==> src/rtl/cam_sched.sv <==
// Arbitrates two lookup ports and one maintenance port onto a shared key/data CAM.
// Each grant holds the CAM command, then waits for cam_outrdy, then returns a registered ack.
module cam_sched #(
  parameter int RD_WAIT   = 2,
  parameter int WR_WAIT   = 2,
  parameter int MNT_BURST = 4,
  parameter int TIMEOUT   = 15
) (
  input  logic        clk,
  input  logic        rst,
  input  logic [1:0]  lk_req,
  input  logic [7:0]  lk_key0,
  input  logic [7:0]  lk_key1,
  output logic [1:0]  lk_ack,
  output logic [7:0]  lk_paddr,
  output logic        lk_fault,
  input  logic        mnt_req,
  input  logic        mnt_op,
  input  logic [7:0]  mnt_key,
  input  logic [7:0]  mnt_data,
  output logic        mnt_ack,
  output logic [1:0]  cam_cmd,
  output logic [7:0]  cam_key,
  output logic [7:0]  cam_datain,
  input  logic [7:0]  cam_dataout,
  input  logic        cam_outvalid,
  input  logic        cam_pagefault,
  input  logic        cam_outrdy,
  output logic        err,
  output logic [15:0] miss_cnt
);

  localparam logic [1:0] CMD_NOP = 2'b00;
  localparam logic [1:0] CMD_INS = 2'b01;
  localparam logic [1:0] CMD_DEL = 2'b10;
  localparam logic [1:0] CMD_RD  = 2'b11;
  localparam int BW = $clog2(MNT_BURST + 1);

  typedef enum logic [1:0] {IDLE, ISSUE, RELEASE, RESP} state_t;

  state_t        state;
  logic [15:0]   cnt;
  logic          is_lk;
  logic          port;
  logic          hit;
  logic [7:0]    hit_data;
  logic [BW-1:0] burst_cnt;
  logic          rr_last;

  // Miss is decided by cam_outvalid alone; the CAM's own fault flag carries no extra information.
  logic unused_pagefault;
  assign unused_pagefault = cam_pagefault;

  logic lk_any;
  logic mnt_win;
  logic lk_port;
  logic timed_out;
  logic lk_flt;
  logic [15:0] issue_last;

  assign lk_any     = |lk_req;
  assign mnt_win    = mnt_req && !(lk_any && (burst_cnt >= BW'(MNT_BURST)));
  assign lk_port    = (lk_req == 2'b11) ? ~rr_last : lk_req[1];
  assign timed_out  = !cam_outrdy;
  assign lk_flt     = timed_out || !hit;
  assign issue_last = is_lk ? 16'(RD_WAIT - 1) : 16'(WR_WAIT - 1);

  always_ff @(posedge clk or posedge rst) begin
    if (rst) begin
      state      <= IDLE;
      cnt        <= '0;
      is_lk      <= 1'b0;
      port       <= 1'b0;
      hit        <= 1'b0;
      hit_data   <= '0;
      burst_cnt  <= '0;
      rr_last    <= 1'b1;
      lk_ack     <= '0;
      mnt_ack    <= 1'b0;
      lk_paddr   <= '0;
      lk_fault   <= 1'b0;
      cam_cmd    <= CMD_NOP;
      cam_key    <= '0;
      cam_datain <= '0;
      err        <= 1'b0;
      miss_cnt   <= '0;
    end else begin
      lk_ack  <= '0;
      mnt_ack <= 1'b0;
      case (state)
        IDLE: begin
          if (cam_outrdy && (mnt_req || lk_any)) begin
            cnt   <= '0;
            state <= ISSUE;
            if (mnt_win) begin
              is_lk      <= 1'b0;
              cam_cmd    <= mnt_op ? CMD_DEL : CMD_INS;
              cam_key    <= mnt_key;
              cam_datain <= mnt_op ? 8'h00 : mnt_data;
              if (burst_cnt < BW'(MNT_BURST))
                burst_cnt <= burst_cnt + BW'(1);
            end else begin
              is_lk      <= 1'b1;
              port       <= lk_port;
              rr_last    <= lk_port;
              burst_cnt  <= '0;
              cam_cmd    <= CMD_RD;
              cam_key    <= lk_port ? lk_key1 : lk_key0;
              cam_datain <= 8'h00;
            end
          end
        end
        ISSUE: begin
          cnt <= cnt + 16'd1;
          if (cnt == issue_last) begin
            if (is_lk) begin
              hit      <= cam_outvalid;
              hit_data <= cam_dataout;
            end
            cam_cmd    <= CMD_NOP;
            cam_key    <= '0;
            cam_datain <= '0;
            cnt        <= '0;
            state      <= RELEASE;
          end
        end
        RELEASE: begin
          cnt <= cnt + 16'd1;
          // The NOP cycle is guaranteed by entering here; leave on ready or on watchdog expiry.
          if (cam_outrdy || (cnt == 16'(TIMEOUT - 1))) begin
            state <= RESP;
            if (timed_out)
              err <= 1'b1;
            if (is_lk) begin
              lk_ack[port] <= 1'b1;
              lk_fault     <= lk_flt;
              lk_paddr     <= lk_flt ? 8'h00 : hit_data;
              if (lk_flt && (miss_cnt != 16'hFFFF))
                miss_cnt <= miss_cnt + 16'd1;
            end else begin
              mnt_ack <= 1'b1;
            end
          end
        end
        RESP: begin
          state <= IDLE;
        end
        default: state <= IDLE;
      endcase
    end
  end

endmodule

==> config.mk <==
export PLATFORM = sky130hd
export DESIGN_NAME = cam_sched
export DESIGN_NICKNAME = d
export VERILOG_FILES = /design/src/rtl/cam_sched.sv
export SDC_FILE = /design/constraint.sdc
export NUM_CORES = 1
export LEC_CHECK = 0
export CAP_MARGIN = 20
export CORE_ASPECT_RATIO = 1.2
export CORE_MARGIN = 5
export CORE_UTILIZATION = 25
export CTS_BUF_LIST = sky130_fd_sc_hd__clkbuf_4
export CTS_CLUSTER_SIZE = 8
export DETAILED_ROUTE_END_ITERATION = 6
export PLACE_DENSITY = 0.43
export SLEW_MARGIN = 20
export SYNTH_ARGS = -nofsm -noshare
export SYNTH_HDL_FRONTEND = slang
export SYNTH_SLANG_ARGS = --single-unit
==> constraint.sdc <==
create_clock -name clk -period 2.9 [get_ports clk]
set_clock_uncertainty 0.15 [all_clocks]
set_input_delay 0.29 -clock clk [delete_from_list [all_inputs] [get_ports clk]]
set_output_delay 0.29 -clock clk [all_outputs]
set_load 0.01 [all_outputs]
* Word level (Yosys, flattened, before mapping)
Cells that the tools add are included.
W data, S select, Z words.
** Word-level totals
- Flip-flop bits (word level) :: 80
- Input bits :: 49
- Output and inout port bits :: 47
- Word-level logic and storage cells :: 97
** Operators by class
- $add $sub $neg :: 3
- Order comparisons :: 4
- Eq/ne operators :: 11
- Mux-type cells :: 34
- Bitwise logic cells :: 3
- Reductions and logical operators :: 25
** Operators by type and width (number)
- $mux W8 :: 8
- $pmux W16 S3 :: 1
- $add A16 B1 Y16 const B :: 2
- $mux W16 :: 2
- $pmux W8 S2 :: 2
- $reduce_and A3 Y1 :: 7
- $mux W2 :: 10
- $eq A16 B1 Y1 const B :: 1
- $eq A16 B4 Y1 const B :: 1
- $ne A16 B16 Y1 const B :: 1
- $pmux W2 S4 :: 1
- $eq A2 B2 Y1 const B :: 3
- $mux W1 :: 6
- $mux W3 :: 2
- $ne A2 B2 Y1 const B :: 3
- $logic_and A1 B1 Y1 :: 5
- $pmux W2 S2 :: 1
- $reduce_and A2 Y1 :: 2
- $reduce_and A4 Y1 :: 1
- $add A3 B1 Y3 const B :: 1
- $ge A3 B3 Y1 const B :: 1
- $logic_not A1 Y1 :: 3
- $logic_or A1 B1 Y1 :: 3
- $lt A3 B3 Y1 const B :: 1
- other kinds (10) :: 12

* Logic depth before layout (Yosys ltp)
Gate-level depths: netlist of run 1.
- Word-level depth :: 7
- Gate-level depth with buffers :: 9
- Mapped depth without buffers :: 7

* Worst setup path after synthesis of run 1
Ideal clock, no wire load.
- Path type :: flip-flop to flip-flop
- Start point :: register cnt[1]
- End point :: register state[1]
- Library setup time :: 0.128 ns
- Arrival time :: 2.306 ns
- Required time :: 2.622 ns
- Path slack :: 0.316 ns
- Stages on the path, launching flop included :: 8
- Buffers on the path :: 0
- Clock period less this slack :: 2.584 ns
- Cell sequence :: dfrtp_1 > inv_1 > ha_1 > or3b_2 > o41a_1 > or2_2 > a31oi_1 > mux2_1
** Between the ends
- Word-level cells in the longest chain between the ends :: 4
- Elaborated cells on any way between the ends :: 6
- Those cells by class :: 4 x eq/ne; 2 x reduce/logical
** Ends and longest elaborated chain
- start: declaration :: line 42 : logic [15:0] cnt;
- start signal: assignment :: line 114 : cnt <= cnt + 16'd1;
- start signal: assignment :: line 128 : cnt <= cnt + 16'd1;
- $eq A16 B4 Y1 :: line 130 : if (cam_outrdy || (cnt == 16'(TIMEOUT - 1))) begin
- $logic_or A1 B1 Y1 :: line 130
- $ne A2 B2 Y1 (no line)
- $reduce_and A3 Y1 (no line) *
- end signal: assignment :: line 124 : state <= RELEASE;
- end signal: assignment :: line 131 : state <= RESP;
- end signal: assignment :: line 146 : state <= IDLE;
- end: declaration :: line 41 : state_t state;
Mark *: on every way between the ends. The rest lies on a longest branch, timed or not.
A chain may end at the register's enable or synchronous reset.

* Worst setup path after layout of run 1
Ends and elaborated chain as after synthesis.

==> results of run 1 <==
## stage by stage
step	util, %	instances	hold slack (ps)	area, µm²
floorplan	-	380	253	3910
global placement	33.2	680	263	5140
detailed placement	33.2	680	267	5140
CTS	34.3	696	274	5300
global route	34.3	697	268	5300
finish	34.3	697	285	5300
## state kept, by name, summed over array words and instances, names as in the netlist
register and flops:
lk_ack 2, err 1, cam_cmd 2, lk_paddr 8
rr_last 1, port 1, lk_fault 1, burst_cnt 3
state 2, cam_key 8, cnt 16, cam_datain 8
hit 1, miss_cnt 16, mnt_ack 1, hit_data 8
is_lk 1
## synth_stat cells, drive strengths merged (2+ instances only)
cell,n,area share (%)
a31oi,2,0.32
ha,9,2.9
a21o,2,0.38
nand3,13,1.7
or4,4,0.96
mux2i,12,3.1
inv,17,1.6
nand2,57,5.5
o21ai,29,3.7
a21oi,15,2.2
buf,7,1.3
and3,5,0.80
o31ai,2,0.38
nor4b,2,0.99
or3,4,0.64
nor3,8,1.0
xnor2,14,3.1
nand4,13,2.1
xor2,5,1.1
a21boi,2,0.38
and2,5,0.80
dfrtp,79,51
nor2,17,1.6
a22o,16,3.6
mux2,14,4.0
nor4,2,0.32
clkbuf,8,0.80
nand3b,2,0.38
o22ai,3,0.48
## power by group through the flow
stage	combinational [W]	clock [W]	sequential [W]
final	0.00148	0.000729	0.00156
after global placement	0.00148	0	0.00158
after CTS	0.00151	0.000768	0.00157
after global routing	0.00162	0.000816	0.00160
after detailed placement	0.00150	0	0.00159
after floorplan	0.000845	0	0.00162
## final timing paths
kind	slack (ps)	cells after the start	start	to
worst min-delay path	280	1	port	lk_ack[0]
max in group asynchronous	1370	4	rst	rr_last
min in group asynchronous	570	3	rst	cam_key[5]
worst max-delay path	140	7	cnt[1]	state[1]
worst min register to register	280	1	port	lk_ack[0]
worst max register to register	140	7	cnt[1]	state[1]
## area by class of cell
class                      count  area [µm²]  area share, %
clock buffer                   9        67.6           1.27
clock inverter                 6        85.1           1.60
sequential                    80        2000           37.8
multi-input combinational    268        1760           33.1
tap                          208         260           4.91
inverter                      17        65.1           1.23
antenna                        1        2.50         0.0472
timing repair buffer         108        1060           20.0
## layer usage
metal / up-vias / track usage, % / routed length (µm)
met5: - / 0 / 0
met2: 47 / 19.6 / 5370
met3: 9 / 2.89 / 370
met4: 0 / 3.73 / 134
met1: 1495 / 13.2 / 4100
li1: 1553 / - / -
## worst max-delay path, stage by stage (launching register included)
cell and delay [ps]:
dfrtp_1 450, inv_1 70, ha_1 120, or3b_2 490
o41a_1 450, or2_2 340, a31oi_1 240, mux2_1 350
## cells by family after synthesis
| group | Yosys count |
|---|---|
| compound gates | 78 |
| xor+xnor | 19 |
| fa+ha+maj | 9 |
| buf+inv | 32 |
| flops | 80 |
| mux | 26 |
| simple gates | 136 |
==> impl_table.tex, run 1 <==
\begin{tabular}{lr}
\hline
Metric & Value \\
\hline
\multicolumn{2}{l}{\textbf{Status}} \\
\quad Status & complete, no violations \\
\multicolumn{2}{l}{\textbf{Clock tree}} \\
\quad Clock tree from TritonCTS & done \\
\quad Clock latency on the worst-skew pair & 420 ps \\
\quad CTS Buf Count & 9 \\
\quad Longest Clk Path Bufs & 2 \\
\quad CTS-repair resized insts & 0 \\
\quad Hold buffers post-CTS & 1 \\
\quad CTS root buf & clkbuf\_4 \\
\quad Clk slew on worst S/H paths & 130 ps \\
\quad Level count of the clock H-tree & 3 \\
\quad Post-CTS Setup Inserts & 0 \\
\quad Sinks on the clock net & 80 \\
\multicolumn{2}{l}{\textbf{Floorplan}} \\
\quad Top Ports & 96 \\
\quad Number of placement rows & 50 \\
\quad Horizontal extent of the die & 124 µm \\
\quad Die Ht & 147 µm \\
\quad Area inside the core boundary & 0.0155 mm² \\
\quad Initial core utilization & 25.3\% \\
\quad Die Area & 0.0182 mm² \\
\multicolumn{2}{l}{\textbf{Min path}} \\
\quad Hold/Removal Path Class & register to register \\
\multicolumn{2}{l}{\textbf{Detailed routing}} \\
\quad Initial DRC count & 119 \\
\quad Wire length per cell & 14.3 µm \\
\quad Number of detailed-route iterations in the first pass & 4 \\
\quad Via count & 3104 \\
\quad Residual DRC count & 0 \\
\quad Via density per instance & 4.45 \\
\quad WL final & 9.98 mm \\
\quad Count of nets left with antenna violations after detail routing & 0 \\
\multicolumn{2}{l}{\textbf{Placed design}} \\
\quad Buffers added on ports & 94 \\
\quad Post-Place Worst Slack & 128 ps \\
\quad Final weighted congestion in routability-driven placement & 0.762 \\
\quad Final HPWL DP & 7.63 mm \\
\multicolumn{2}{l}{\textbf{Global route}} \\
\quad Maximum number of pins on one net before global-route repair & 58 \\
\quad Vias in the first global route & 3097 \\
\quad Initial antenna violation count & 1 \\
\quad Wire length of the first global-routing pass & 16.0 mm \\
\quad Overall Global Routing Usage & 11.2\% \\
\quad Overflow left after global routing & 0 \\
\multicolumn{2}{l}{\textbf{Timing}} \\
\quad Setup violators final & 0 \\
\quad Worst Slack Setup Final & 135 ps \\
\quad Maximum clock rate & 362 MHz \\
\quad Worst slew margin relative to its limit & 46.2\% \\
\quad Post-route clock period utilization & 95.3\% \\
\quad Final Hold Violating Endpoints & 0 \\
\quad Total Neg Setup Slack & 0 ps \\
\quad Post-layout minimum cycle time & 2760 ps \\
\quad Final-report max-slew violation count & 0 \\
\quad Worst Tran Pin Value & 808 ps \\
\quad RSZ-0062 raised after global routing & false \\
\multicolumn{2}{l}{\textbf{Power and ir drop}} \\
\quad Switching fraction of total power & 35.3\% \\
\quad Internal cell power & 0.00244 W \\
\quad Max IR drop VDD & 0.230 mV \\
\quad Power Dens Cells & 710 mW/mm² \\
\quad Power, Total & 0.00377 W \\
\quad Switching power & 0.00133 W \\
\quad Total leakage power & 2.22 nW \\
\quad Flop pwr share & 41.5\% \\
\quad Comb pwr share & 39.2\% \\
\quad Fraction of power consumed by the clock network & 19.4\% \\
\multicolumn{2}{l}{\textbf{Final layout}} \\
\quad Syn-to-layout area delta & 35.7\% \\
\quad Total Nets Final & 542 \\
\quad Ratio of cells with drive above 1 in the final layout & 10.0\% \\
\quad Commonest non-fill, non-tap cell in the layout & clkdlybuf4s50\_1 \\
\quad Most frequent cells in the layout & 94 x clkdlybuf4s50\_1, 79 x dfrtp\_1, 57 x nand2\_1, 20 x o21ai\_0, 17 x nor2\_1 \\
\quad Fillers & 1595 \\
\multicolumn{2}{l}{\textbf{Critical path}} \\
\quad Critical path arrival & 2930 ps \\
\quad Kind of capture point of the worst setup path & register \\
\quad Startpoint type of the worst setup path & register \\
\quad Data required time of the worst path & 3070 ps \\
\quad Classification of the worst setup path & register to register \\
\quad Top fanout value on the critical path & 6 \\
\multicolumn{2}{l}{\textbf{Synth}} \\
\quad Warning count from the yosys run & 0 \\
\quad Adder-Cell Fraction of Synth Area & 2.88\% \\
\quad Post-synth EDFFs & 0 \\
\quad Compound-cell area share of the yosys netlist & 13.1\% \\
\quad Post-synthesis cell type count & 51 \\
\quad Dominant combinational cell family by area after synthesis & simple AND/OR/NAND/NOR gates \\
\quad Primary flip-flop cell chosen by synthesis mapping & dfrtp\_1 \\
\quad Post-Synthesis Cell Area & 0.00391 mm² \\
\quad Seq/Total Area, Yosys & 51.3\% \\
\quad Seq cells post-synth & 80 \\
\quad Syn Area/Cell & 10.3 µm² \\
\quad Fraction of synthesized area in multiplexers & 7.11\% \\
\quad Synthesized net count & 438 \\
\quad Post-Synthesis Cells & 380 \\
\quad Share of async-settable or async-resettable flops after synthesis & 100\% \\
\quad Post-synthesis simple-gate area fraction & 17.6\% \\
\quad Xor and xnor fraction of the mapped netlist area & 4.26\% \\
\multicolumn{2}{l}{\textbf{Flow run}} \\
\quad Reported max-cap violation count & 0 \\
\hline
\end{tabular}
No activity file was read; power rests on OpenSTA's default activity.
==> run 2, diff against run 1 <==
--- a/config.mk
+++ b/config.mk
@@ -9,7 +9,6 @@
 export CORE_ASPECT_RATIO = 1.2
 export CORE_MARGIN = 5
 export CORE_UTILIZATION = 25
-export CTS_BUF_LIST = sky130_fd_sc_hd__clkbuf_4
 export CTS_CLUSTER_SIZE = 8
 export DETAILED_ROUTE_END_ITERATION = 6
 export PLACE_DENSITY = 0.43
==> impl_table.tex, run 2 (synthesis results as in run 1) <==
\begin{tabular}{lr}
\hline
Metric & Value \\
\hline
\multicolumn{2}{l}{\textbf{Timing}} \\
\quad Worst Tran Pin Value & 811 ps (was 808 ps) \\
\quad Post-route clock period utilization & 95.9\% (was 95.3\%) \\
\quad Setup violators final & 0 (unchanged) \\
\quad Post-layout minimum cycle time & 2780 ps (was 2760 ps) \\
\quad Total Neg Setup Slack & 0 ps (unchanged) \\
\quad Worst slew margin relative to its limit & 46.0\% (was 46.2\%) \\
\quad Final Hold Violating Endpoints & 0 (unchanged) \\
\quad RSZ-0062 raised after global routing & false (unchanged) \\
\quad Final-report max-slew violation count & 0 (unchanged) \\
\quad Maximum clock rate & 360 MHz (was 362 MHz) \\
\quad Worst Slack Setup Final & 120 ps (was 135 ps) \\
\quad Worst hold slack & 120 ps (was 285 ps) \\
\multicolumn{2}{l}{\textbf{Power and ir drop}} \\
\quad Power Dens Cells & 777 mW/mm² (was 710 mW/mm²) \\
\quad Comb pwr share & 34.9\% (was 39.2\%) \\
\quad Max IR drop VDD & 0.290 mV (was 0.230 mV) \\
\quad Switching power & 0.00138 W (was 0.00133 W) \\
\quad Internal cell power & 0.00285 W (was 0.00244 W) \\
\quad Fraction of power consumed by the clock network & 28.1\% (was 19.4\%) \\
\quad Switching fraction of total power & 32.7\% (was 35.3\%) \\
\quad Flop pwr share & 37.0\% (was 41.5\%) \\
\quad Total leakage power & 2.29 nW (was 2.22 nW) \\
\multicolumn{2}{l}{\textbf{Detailed routing}} \\
\quad Wire length per cell & 14.4 µm (was 14.3 µm) \\
\quad Number of detailed-route iterations in the first pass & 4 (unchanged) \\
\quad Via density per instance & 4.44 (was 4.45) \\
\quad WL final & 10.0 mm (was 9.98 mm) \\
\quad Count of nets left with antenna violations after detail routing & 0 (unchanged) \\
\quad Initial DRC count & 127 (was 119) \\
\quad Residual DRC count & 0 (unchanged) \\
\quad Via count & 3083 (was 3104) \\
\multicolumn{2}{l}{\textbf{Floorplan}} \\
\quad Number of placement rows & 50 (unchanged) \\
\quad Die Ht & 147 µm (unchanged) \\
\quad Initial core utilization & 25.3\% (unchanged) \\
\quad Die Area & 0.0182 mm² (unchanged) \\
\quad Top Ports & 96 (unchanged) \\
\quad Area inside the core boundary & 0.0155 mm² (unchanged) \\
\quad Horizontal extent of the die & 124 µm (unchanged) \\
\multicolumn{2}{l}{\textbf{Min path}} \\
\quad Hold/Removal Path Class & input port to asynchronous set/reset pin (was register to register) \\
\multicolumn{2}{l}{\textbf{Clock tree}} \\
\quad Clock tree from TritonCTS & done (unchanged) \\
\quad CTS-repair resized insts & 0 (unchanged) \\
\quad Longest Clk Path Bufs & 2 (unchanged) \\
\quad Hold buffers post-CTS & 0 (was 1) \\
\quad CTS root buf & clkbuf\_16 (was clkbuf\_4) \\
\quad Clock latency on the worst-skew pair & 330 ps (was 420 ps) \\
\quad Level count of the clock H-tree & 3 (unchanged) \\
\quad Post-CTS Setup Inserts & 0 (unchanged) \\
\quad CTS Buf Count & 9 (unchanged) \\
\quad Sinks on the clock net & 80 (unchanged) \\
\quad Clk slew on worst S/H paths & 60 ps (was 130 ps) \\
\multicolumn{2}{l}{\textbf{Final layout}} \\
\quad Most frequent cells in the layout & 94 x clkdlybuf4s50\_1, 79 x dfrtp\_1, 57 x nand2\_1, 20 x o21ai\_0, 17 x nor2\_1 (unchanged) \\
\quad Fillers & 1575 (was 1595) \\
\quad Registers with the most flip-flops & cnt x16, miss\_cnt x16 (unchanged) \\
\quad Total Nets Final & 541 (was 542) \\
\quad Area occupied by registers & 0.00200 mm² (unchanged) \\
\quad Multi-input gate area in the final layout & 0.00176 mm² (unchanged) \\
\quad Count of antenna diodes in the layout & 0 (was 1) \\
\quad Commonest non-fill, non-tap cell in the layout & clkdlybuf4s50\_1 (unchanged) \\
\quad Syn-to-layout area delta & 39.4\% (was 35.7\%) \\
\quad Ratio of cells with drive above 1 in the final layout & 10.1\% (was 10.0\%) \\
\multicolumn{2}{l}{\textbf{Global route}} \\
\quad Wire length of the first global-routing pass & 16.0 mm (unchanged) \\
\quad Overflow left after global routing & 0 (unchanged) \\
\quad Maximum number of pins on one net before global-route repair & 58 (unchanged) \\
\quad Initial antenna violation count & 0 (was 1) \\
\quad Overall Global Routing Usage & 11.2\% (about the same) \\
\quad Vias in the first global route & 3119 (was 3097) \\
\multicolumn{2}{l}{\textbf{Placed design}} \\
\quad Buffers added on ports & 94 (unchanged) \\
\quad Final weighted congestion in routability-driven placement & 0.762 (unchanged) \\
\quad Post-Place Worst Slack & 128 ps (unchanged) \\
\quad Final HPWL DP & 7.63 mm (unchanged) \\
\multicolumn{2}{l}{\textbf{Critical path}} \\
\quad Classification of the worst setup path & register to register (unchanged) \\
\quad Top fanout value on the critical path & 6 (unchanged) \\
\quad Data required time of the worst path & 2960 ps (was 3070 ps) \\
\quad Critical path arrival & 2840 ps (was 2930 ps) \\
\quad Kind of capture point of the worst setup path & register (unchanged) \\
\quad Startpoint type of the worst setup path & register (unchanged) \\
\multicolumn{2}{l}{\textbf{Status}} \\
\quad Status & complete, no violations (unchanged) \\
\multicolumn{2}{l}{\textbf{Flow run}} \\
\quad Reported max-cap violation count & 0 (unchanged) \\
\hline
\end{tabular}
==> run 2: worst paths after layout <==
path | from | to | slack, ps | cells after the start
min reg2reg | port | lk_ack[0] | 270 | 1
min | rst | cam_key[5] | 120 | 2
max | cnt[1] | state[1] | 120 | 7
min in group clk | port | lk_ack[0] | 270 | 1
max reg2reg | cnt[1] | state[1] | 120 | 7
max in group asynchronous | rst | rr_last | 1800 | 3
==> run 2: metrics by stage <==
stage                     util [%]  std cells  instance area, µm²  total power (W)
after global routing          35.2        695                5450          0.00449
after detailed placement      33.2        680                5140          0.00309
after global placement        33.2        680                5140          0.00307
after CTS                     35.2        695                5450          0.00431
final                         35.2        695                5450          0.00423
after floorplan                  -        380                3910          0.00246
==> run 2: cell type report <==
type                    instances  area share [%]
flip-flops and latches         80            36.8
repair buffers                107            19.3
clock inverters                 6            1.56
inverters                      17            1.19
clock buffers                   9            4.14
multi-input cells             268            32.3
well taps                     208            4.78
==> run 2: routing by layer <==
metal	track usage (%)	routed length (µm)	vias to the layer above
met4	3.89	170	0
met1	13.1	4140	1482
met2	19.7	5340	37
li1	-	-	1551
met5	0	0	-
met3	2.54	354	13
==> run 2: worst max-delay path, cell delays in order, from the launching register on <==
cell     delay [ps]
dfrtp_1         430
inv_1            70
ha_1            120
or3b_2          490
o41a_1          440
or2_2           340
a31oi_1         250
mux2_1          360
==> run 2: power groups by stage <==
stage	registers [W]	clock network (W)	logic, W
floorplan	0.00162	0	0.000845
global placement	0.00158	0	0.00148
detailed placement	0.00159	0	0.00150
CTS	0.00157	0.00123	0.00151
global route	0.00160	0.00127	0.00162
finish	0.00157	0.00119	0.00147
